## config.mk

```make
export PLATFORM = sky130hd
export DESIGN_NAME = sdram_arbiter
export DESIGN_NICKNAME = d
export VERILOG_FILES = /design/src/rtl/sdram_arbiter_pkg.sv /design/src/rtl/sdram_arb_pick.sv /design/src/rtl/sdram_arbiter.sv
export SDC_FILE = /design/constraint.sdc
export NUM_CORES = 1
export LEC_CHECK = 0
export ABC_AREA = 1
export BUFFER_PORTS_ARGS = -buffer_cell sky130_fd_sc_hd__buf_2
export CAP_MARGIN = 5
export CORE_AREA = 8 8 206 208
export DETAILED_ROUTE_END_ITERATION = 8
export DIE_AREA = 0 0 214 216
export HOLD_SLACK_MARGIN = 0.02
export PLACE_DENSITY_LB_ADDON = 0.15
export SYNTH_ARGS = -nofsm -noshare
export SYNTH_HDL_FRONTEND = slang
export SYNTH_SLANG_ARGS = --single-unit
```

## constraint.sdc

```tcl
create_clock -name i_clk -period 1.6 [get_ports i_clk]
set_clock_uncertainty 0.2 [all_clocks]
set_input_delay 0.24 -clock i_clk [delete_from_list [all_inputs] [get_ports i_clk]]
set_output_delay 0.24 -clock i_clk [all_outputs]
set_load 0.01 [all_outputs]
```

## src/rtl/sdram_arbiter_pkg.sv

```systemverilog
// ---------------------------------------------------------------------------
// sdram_arbiter_pkg
//   Shared definitions for the SDRAM requester arbiter: default port count and
//   bus widths, the fixed requester slot indices and the arbiter state enum.
//   A small helper maps a round-robin offset onto the bulk requester slots.
// ---------------------------------------------------------------------------
package sdram_arbiter_pkg;

  // Default geometry.
  localparam int NREQ = 5;
  localparam int AW   = 23;
  localparam int DW   = 32;

  // Requester slots. Play and record are real-time; the rest are bulk.
  localparam int REQ_PLAY  = 0;
  localparam int REQ_REC   = 1;
  localparam int REQ_MIX   = 2;
  localparam int REQ_PITCH = 3;
  localparam int REQ_LOAD  = 4;

  typedef enum logic [1:0] {
    ST_IDLE = 2'd0,
    ST_BUSY = 2'd1,
    ST_GAP  = 2'd2
  } state_e;

  // Bulk slot visited at offset k when the scan starts at ptr. Bulk slots
  // occupy REQ_MIX..nreq-1 and the scan wraps back to REQ_MIX.
  function automatic int bulk_index(input int ptr, input int k, input int nreq);
    int idx;
    idx = ptr + k;
    if (idx >= nreq) idx = idx - (nreq - REQ_MIX);
    return idx;
  endfunction

endpackage

```

## src/rtl/sdram_arb_pick.sv

```systemverilog
// ---------------------------------------------------------------------------
// sdram_arb_pick
//   Combinational winner selection. Play beats record, record beats every
//   bulk requester; among the bulk slots the scan starts at ptr and wraps, so
//   a pointer fixed at REQ_MIX gives plain fixed priority.
//
//   Ports
//     pending  in  NREQ  requesters currently asking (read or write)
//     ptr      in  IW    first bulk slot to consider
//     valid    out 1     some requester is pending
//     winner   out IW    index of the selected requester
// ---------------------------------------------------------------------------
module sdram_arb_pick #(
  parameter int NREQ = sdram_arbiter_pkg::NREQ,
  parameter int IW   = $clog2(sdram_arbiter_pkg::NREQ)
) (
  input  logic [NREQ-1:0] pending,
  input  logic [IW-1:0]   ptr,
  output logic            valid,
  output logic [IW-1:0]   winner
);
  import sdram_arbiter_pkg::*;

  localparam int NBULK = NREQ - REQ_MIX;

  // NOTE: every output of a combinational block gets a default first so no
  // path leaves it unassigned; otherwise synthesis infers a latch.
  always_comb begin
    valid  = 1'b0;
    winner = '0;
    if (pending[REQ_PLAY]) begin
      valid  = 1'b1;
      winner = IW'(REQ_PLAY);
    end else if (pending[REQ_REC]) begin
      valid  = 1'b1;
      winner = IW'(REQ_REC);
    end else begin
      for (int k = 0; k < NBULK; k++) begin
        if (!valid && pending[bulk_index(int'(ptr), k, NREQ)]) begin
          valid  = 1'b1;
          winner = IW'(bulk_index(int'(ptr), k, NREQ));
        end
      end
    end
  end

endmodule

```

## src/rtl/sdram_arbiter.sv

```systemverilog
// ---------------------------------------------------------------------------
// sdram_arbiter
//   Arbitrates NREQ audio requesters onto a single SDRAM bus block. One
//   command is in flight at a time: IDLE picks and latches a winner, BUSY
//   holds the command strobes until the bus block reports completion, GAP
//   spends one quiet cycle so the owner can drop its request.
//
//   Configuration
//     SDRAM_ARB_RR_EN  defined: bulk requesters (mix, pitch, loaddata) are
//                      served round-robin; undefined: fixed priority
//                      mix > pitch > loaddata.
//
//   Ports
//     i_clk, i_rst_n        clock, asynchronous active-low reset
//     req_read/req_write    per-requester level requests (write wins if both)
//     req_addr/req_writedata per-requester command fields
//     req_readdata          read data, valid for the owner on its finished pulse
//     req_finished          one-cycle completion pulse to the owner
//     sdram_read/_write     command strobes to the bus block
//     sdram_addr/_writedata command fields to the bus block
//     sdram_readdata        read data from the bus block
//     sdram_finished        one-cycle completion pulse from the bus block
//     grant                 one-hot current owner, zero when not in BUSY
//     busy                  high in BUSY and GAP
// ---------------------------------------------------------------------------
module sdram_arbiter #(
  parameter int NREQ = sdram_arbiter_pkg::NREQ,
  parameter int AW   = sdram_arbiter_pkg::AW,
  parameter int DW   = sdram_arbiter_pkg::DW
) (
  input  logic                     i_clk,
  input  logic                     i_rst_n,
  input  logic [NREQ-1:0]          req_read,
  input  logic [NREQ-1:0]          req_write,
  input  logic [NREQ-1:0][AW-1:0]  req_addr,
  input  logic [NREQ-1:0][DW-1:0]  req_writedata,
  output logic [NREQ-1:0][DW-1:0]  req_readdata,
  output logic [NREQ-1:0]          req_finished,
  output logic                     sdram_read,
  output logic                     sdram_write,
  output logic [AW-1:0]            sdram_addr,
  output logic [DW-1:0]            sdram_writedata,
  input  logic [DW-1:0]            sdram_readdata,
  input  logic                     sdram_finished,
  output logic [NREQ-1:0]          grant,
  output logic                     busy
);
  import sdram_arbiter_pkg::*;

  localparam int IW = $clog2(NREQ);

  state_e          state_q, state_d;
  logic [NREQ-1:0] grant_q, grant_d;
  logic [AW-1:0]   addr_q,  addr_d;
  logic [DW-1:0]   wdata_q, wdata_d;
  logic            rd_q,    rd_d;
  logic            wr_q,    wr_d;
  logic            busy_q,  busy_d;

  logic [NREQ-1:0] pending;
  logic            pick_valid;
  logic [IW-1:0]   pick_winner;
  logic [IW-1:0]   pick_ptr;

  assign pending = req_read | req_write;

  sdram_arb_pick #(
    .NREQ (NREQ),
    .IW   (IW)
  ) u_pick (
    .pending (pending),
    .ptr     (pick_ptr),
    .valid   (pick_valid),
    .winner  (pick_winner)
  );

`ifdef SDRAM_ARB_RR_EN
  // Round-robin pointer over the bulk slots; moves one past each bulk winner.
  logic [IW-1:0] rr_ptr_q, rr_ptr_d;

  assign pick_ptr = rr_ptr_q;

  always_comb begin
    rr_ptr_d = rr_ptr_q;
    if (state_q == ST_IDLE && pick_valid && pick_winner >= IW'(REQ_MIX)) begin
      rr_ptr_d = (pick_winner == IW'(NREQ - 1)) ? IW'(REQ_MIX)
                                                 : pick_winner + 1'b1;
    end
  end

  always_ff @(posedge i_clk or negedge i_rst_n) begin
    if (!i_rst_n) rr_ptr_q <= IW'(REQ_MIX);
    else          rr_ptr_q <= rr_ptr_d;
  end
`else
  assign pick_ptr = IW'(REQ_MIX);
`endif

  // Next-state and registered-output logic.
  always_comb begin
    state_d = state_q;
    grant_d = grant_q;
    addr_d  = addr_q;
    wdata_d = wdata_q;
    rd_d    = rd_q;
    wr_d    = wr_q;
    busy_d  = busy_q;
    unique case (state_q)
      ST_IDLE: begin
        if (pick_valid) begin
          grant_d              = '0;
          grant_d[pick_winner] = 1'b1;
          addr_d               = req_addr[pick_winner];
          wdata_d              = req_writedata[pick_winner];
          // Read and write together on one requester is a write.
          wr_d                 = req_write[pick_winner];
          rd_d                 = ~req_write[pick_winner];
          busy_d               = 1'b1;
          state_d              = ST_BUSY;
        end
      end
      ST_BUSY: begin
        // The command is latched, so a requester dropping its level here
        // does not abort it; only the bus block's completion ends BUSY.
        if (sdram_finished) begin
          rd_d    = 1'b0;
          wr_d    = 1'b0;
          grant_d = '0;
          state_d = ST_GAP;
        end
      end
      ST_GAP: begin
        busy_d  = 1'b0;
        state_d = ST_IDLE;
      end
      default: begin
        rd_d    = 1'b0;
        wr_d    = 1'b0;
        grant_d = '0;
        busy_d  = 1'b0;
        state_d = ST_IDLE;
      end
    endcase
  end

  // NOTE: state is updated with non-blocking assignments so every flop
  // samples the pre-edge values and the update order inside the block is
  // irrelevant.
  always_ff @(posedge i_clk or negedge i_rst_n) begin
    if (!i_rst_n) begin
      state_q <= ST_IDLE;
      grant_q <= '0;
      addr_q  <= '0;
      wdata_q <= '0;
      rd_q    <= 1'b0;
      wr_q    <= 1'b0;
      busy_q  <= 1'b0;
    end else begin
      state_q <= state_d;
      grant_q <= grant_d;
      addr_q  <= addr_d;
      wdata_q <= wdata_d;
      rd_q    <= rd_d;
      wr_q    <= wr_d;
      busy_q  <= busy_d;
    end
  end

  assign sdram_read      = rd_q;
  assign sdram_write     = wr_q;
  assign sdram_addr      = addr_q;
  assign sdram_writedata = wdata_q;
  assign grant           = grant_q;
  assign busy            = busy_q;

  // Completion is forwarded in the same cycle it arrives, and only to the
  // owner; stray completions outside BUSY never reach a requester.
  always_comb begin
    req_finished = '0;
    req_readdata = '0;
    if (state_q == ST_BUSY && sdram_finished) begin
      req_finished = grant_q;
      for (int i = 0; i < NREQ; i++) begin
        if (grant_q[i]) req_readdata[i] = sdram_readdata;
      end
    end
  end

endmodule

```

==> summary.txt <==
outcome = complete, but fails checks
failing checks = negative setup slack
Cell Area, Synth = 0.007030 mm²
filler instances = 4289
Core Util, Final = 0.3567
final hold slack = 0.08962 ns
Critical Path Sink Type = output pin
Layout area overhead = 98.81%
worst skew pair latency = 0.32 ns
max_cap viols = 0
post-route setup slack = -0.5750 ns
share of power burned in registers = 0.200
TritonCTS Sinks = 65
Period minus WS final = 2.175 ns
crit share post-route = 1.359
Logic pwr share = 0.656
Syn Inst Count = 1343
#FFs+latches synth = 65
clk buf depth = 2
antenna violations before repair = 18
CP Data Arrival Time = 1.74 ns
io pins = 548
CTS tree = done
1st-iter DRT viols = 480
final WL = 47.73 mm
kind of critical path = register to output pin
CP Launch Type = register
largest net degree at the start of global routing = 82
Residual DRC = 0
Synth Area per Inst = 5.235 µm²
CTS buffer count = 9
drt first pass iters = 4
WL/cell = 19.36 µm
worst min path class = input pin to register
final setup violation count = 229
slew of the pin with the lowest slew margin = 0.4275 ns
top fanout value on the critical path = 6
CP required = 1.16 ns
multi-input logic area = 0.005007 mm²
RSZ-0062 raised after global routing = true
Congestion Overflow GR = 0
Root Buffer = clkbuf_16
internal power = 8.055 mW
Slew Limit Fails = 0
ys flop type = dfrtp_1
Clock power frac = 0.144
Seq/Total Area, Yosys = 0.2314
Slew headroom = 0.7147
Vias = 10401
first-pass GRT wire length = 68.81 mm
Antenna Nets Post-Route = 0
Post-Syn Nets = 1663
Power Density = 1033 mW/mm²
Initial Util = 0.1794
commonest cells after routing, fill and taps aside = 473 x buf_2, 374 x inv_1, 240 x nand3_1
Switching Fraction = 0.4419
final RePlAce weighted congestion = 0.9186
HPWL Detailed = 35.08 mm
Leakage = 8.122 nW
Synth cell types = 22
net switching power of the design = 6.377 mW
Fin. Hold Viols = 0
Reg clk slew, reported paths = 0.06 ns
PortBufs = 547
Worst VDD drop = 0.0006246 V
H-tree lvl count = 3
Die ar. = 0.04622 mm²
core region area = 0.03918 mm²
final net count = 2249
Fmax achieved = 459.8 MHz
commonest non-fill, non-tap cell in the layout = buf_2
total global-route track usage = 0.1926
vias per cell = 4.219
layout cells sized above 1 = 0.4757
die extent in x = 214 µm
row count = 73
vias in the first global route = 10804
FF+latch area = 0.001627 mm²
EDFF count, synth = 0
Synth Warn # = 0
die height = 216 µm
post-synthesis async set-or-reset flop share = 1.000
-- registers in the layout, indices dropped and copies added, names as in the netlist --
name and cells:
sdram_writedata 32, sdram_read 1, state_q 2, sdram_write 1, grant 5, busy 1
sdram_addr 23
-- worst max-delay path, cell delays in order, from the launching register on --
cell and delay, ns:
dfrtp_1 0.36, inv_2 0.06, nor3_4 0.23, inv_4 0.10, nor2_4 0.17, inv_8 0.10, clkbuf_16 0.18, nor2_4 0.09
buf_6 0.11
-- per-stage QoR --
stage / TNS (ns) / instance area [µm²] / instances / setup WS (ns) / total power, mW
final: -110.27 / 13980 / 2465 / -0.5750 / 14.43
after global routing: -131.19 / 13960 / 2457 / -0.6727 / 15.52
after CTS: -107.10 / 13000 / 2444 / -0.5871 / 13.22
after detailed placement: -45.92 / 11440 / 2399 / -0.3835 / 9.044
after global placement: -43.93 / 11440 / 2399 / -0.3895 / 9.060
after floorplan: -7.698 / 7745 / 1343 / -0.07546 / 6.126
-- worst paths after layout --
kind / startpoint / endpoint / slack (ns) / cells past startpoint
max: state_q[0] / req_readdata[71] / -0.58 / 8
min: req_write[0] / sdram_read / 0.09 / 4
max reg2reg: state_q[1] / sdram_writedata[21] / -0.47 / 13
min reg2reg: busy / busy / 0.31 / 2
max in group asynchronous: i_rst_n / sdram_addr[12] / 0.63 / 3
min in group asynchronous: i_rst_n / sdram_writedata[11] / 0.11 / 2
-- power groups by stage --
stage | Clock, mW | Sequential [mW] | Combinational, mW
after floorplan | 0 | 3.14 | 2.99
after global placement | 0 | 2.92 | 6.14
final | 2.08 | 2.88 | 9.47
after global routing | 2.22 | 2.98 | 10.3
after detailed placement | 0 | 2.88 | 6.16
after CTS | 2.15 | 2.90 | 8.17
-- what timing repair did --
| item | CTS | global route |
|---|---|---|
| endpoints found under the setup margin | 227 | 229 |
| resized for setup | 154 | 177 |
| hold buffers | 2 | 0 |
| hold endpoints to repair | 66 | 0 |
| buffers inserted | 12 | 9 |
| pin swaps | 23 | 75 |
| cloned | 18 | 11 |
-- metal layers --
metal / up-vias / part of all wire / GRT usage
met5: - / 0.0014 / 0
met4: 10 / 0.022 / 0.04326
met3: 59 / 0.068 / 0.05552
met2: 408 / 0.53 / 0.3660
met1: 4846 / 0.38 / 0.2074
li1: 5078 / - / -
-- layout make-up --
class,count,area share
multi-input cells,817,0.3582
repair inverters,1,0.0008057
well taps,525,0.04700
diodes,8,0.001432
inverters,382,0.1063
clock inverters,2,0.002686
clock buffers,12,0.01907
repair buffers,653,0.3481
flip-flops and latches,65,0.1164
-- cell usage after synthesis, types with 3 or more instances --
master / number / area share
nor2_1: 282 / 0.15
nand3_1: 283 / 0.20
inv_2: 7 / 0.0037
inv_1: 375 / 0.20
nand2_1: 177 / 0.095
nor2_2: 3 / 0.0027
buf_6: 4 / 0.0064
buf_1: 3 / 0.0016
clkbuf_1: 46 / 0.025
o21ai_0: 6 / 0.0043
dfrtp_1: 65 / 0.23
a21oi_1: 3 / 0.0021
or2_0: 55 / 0.049
buf_2: 25 / 0.018
-- kinds of logic (layout without fill, tap and decap cells) --
| logic type | Yosys count | in the layout | synth area share |
|---|---|---|---|
| flops | 65 | 65 | 0.2314 |
| simple gates | 804 | 805 | 0.5029 |
| buf+inv | 462 | 1050 | 0.2565 |
| other cells | 0 | 8 | 0 |
| compound gates | 12 | 12 | 0.009254 |
No activity file was read; power rests on OpenSTA's default activity.
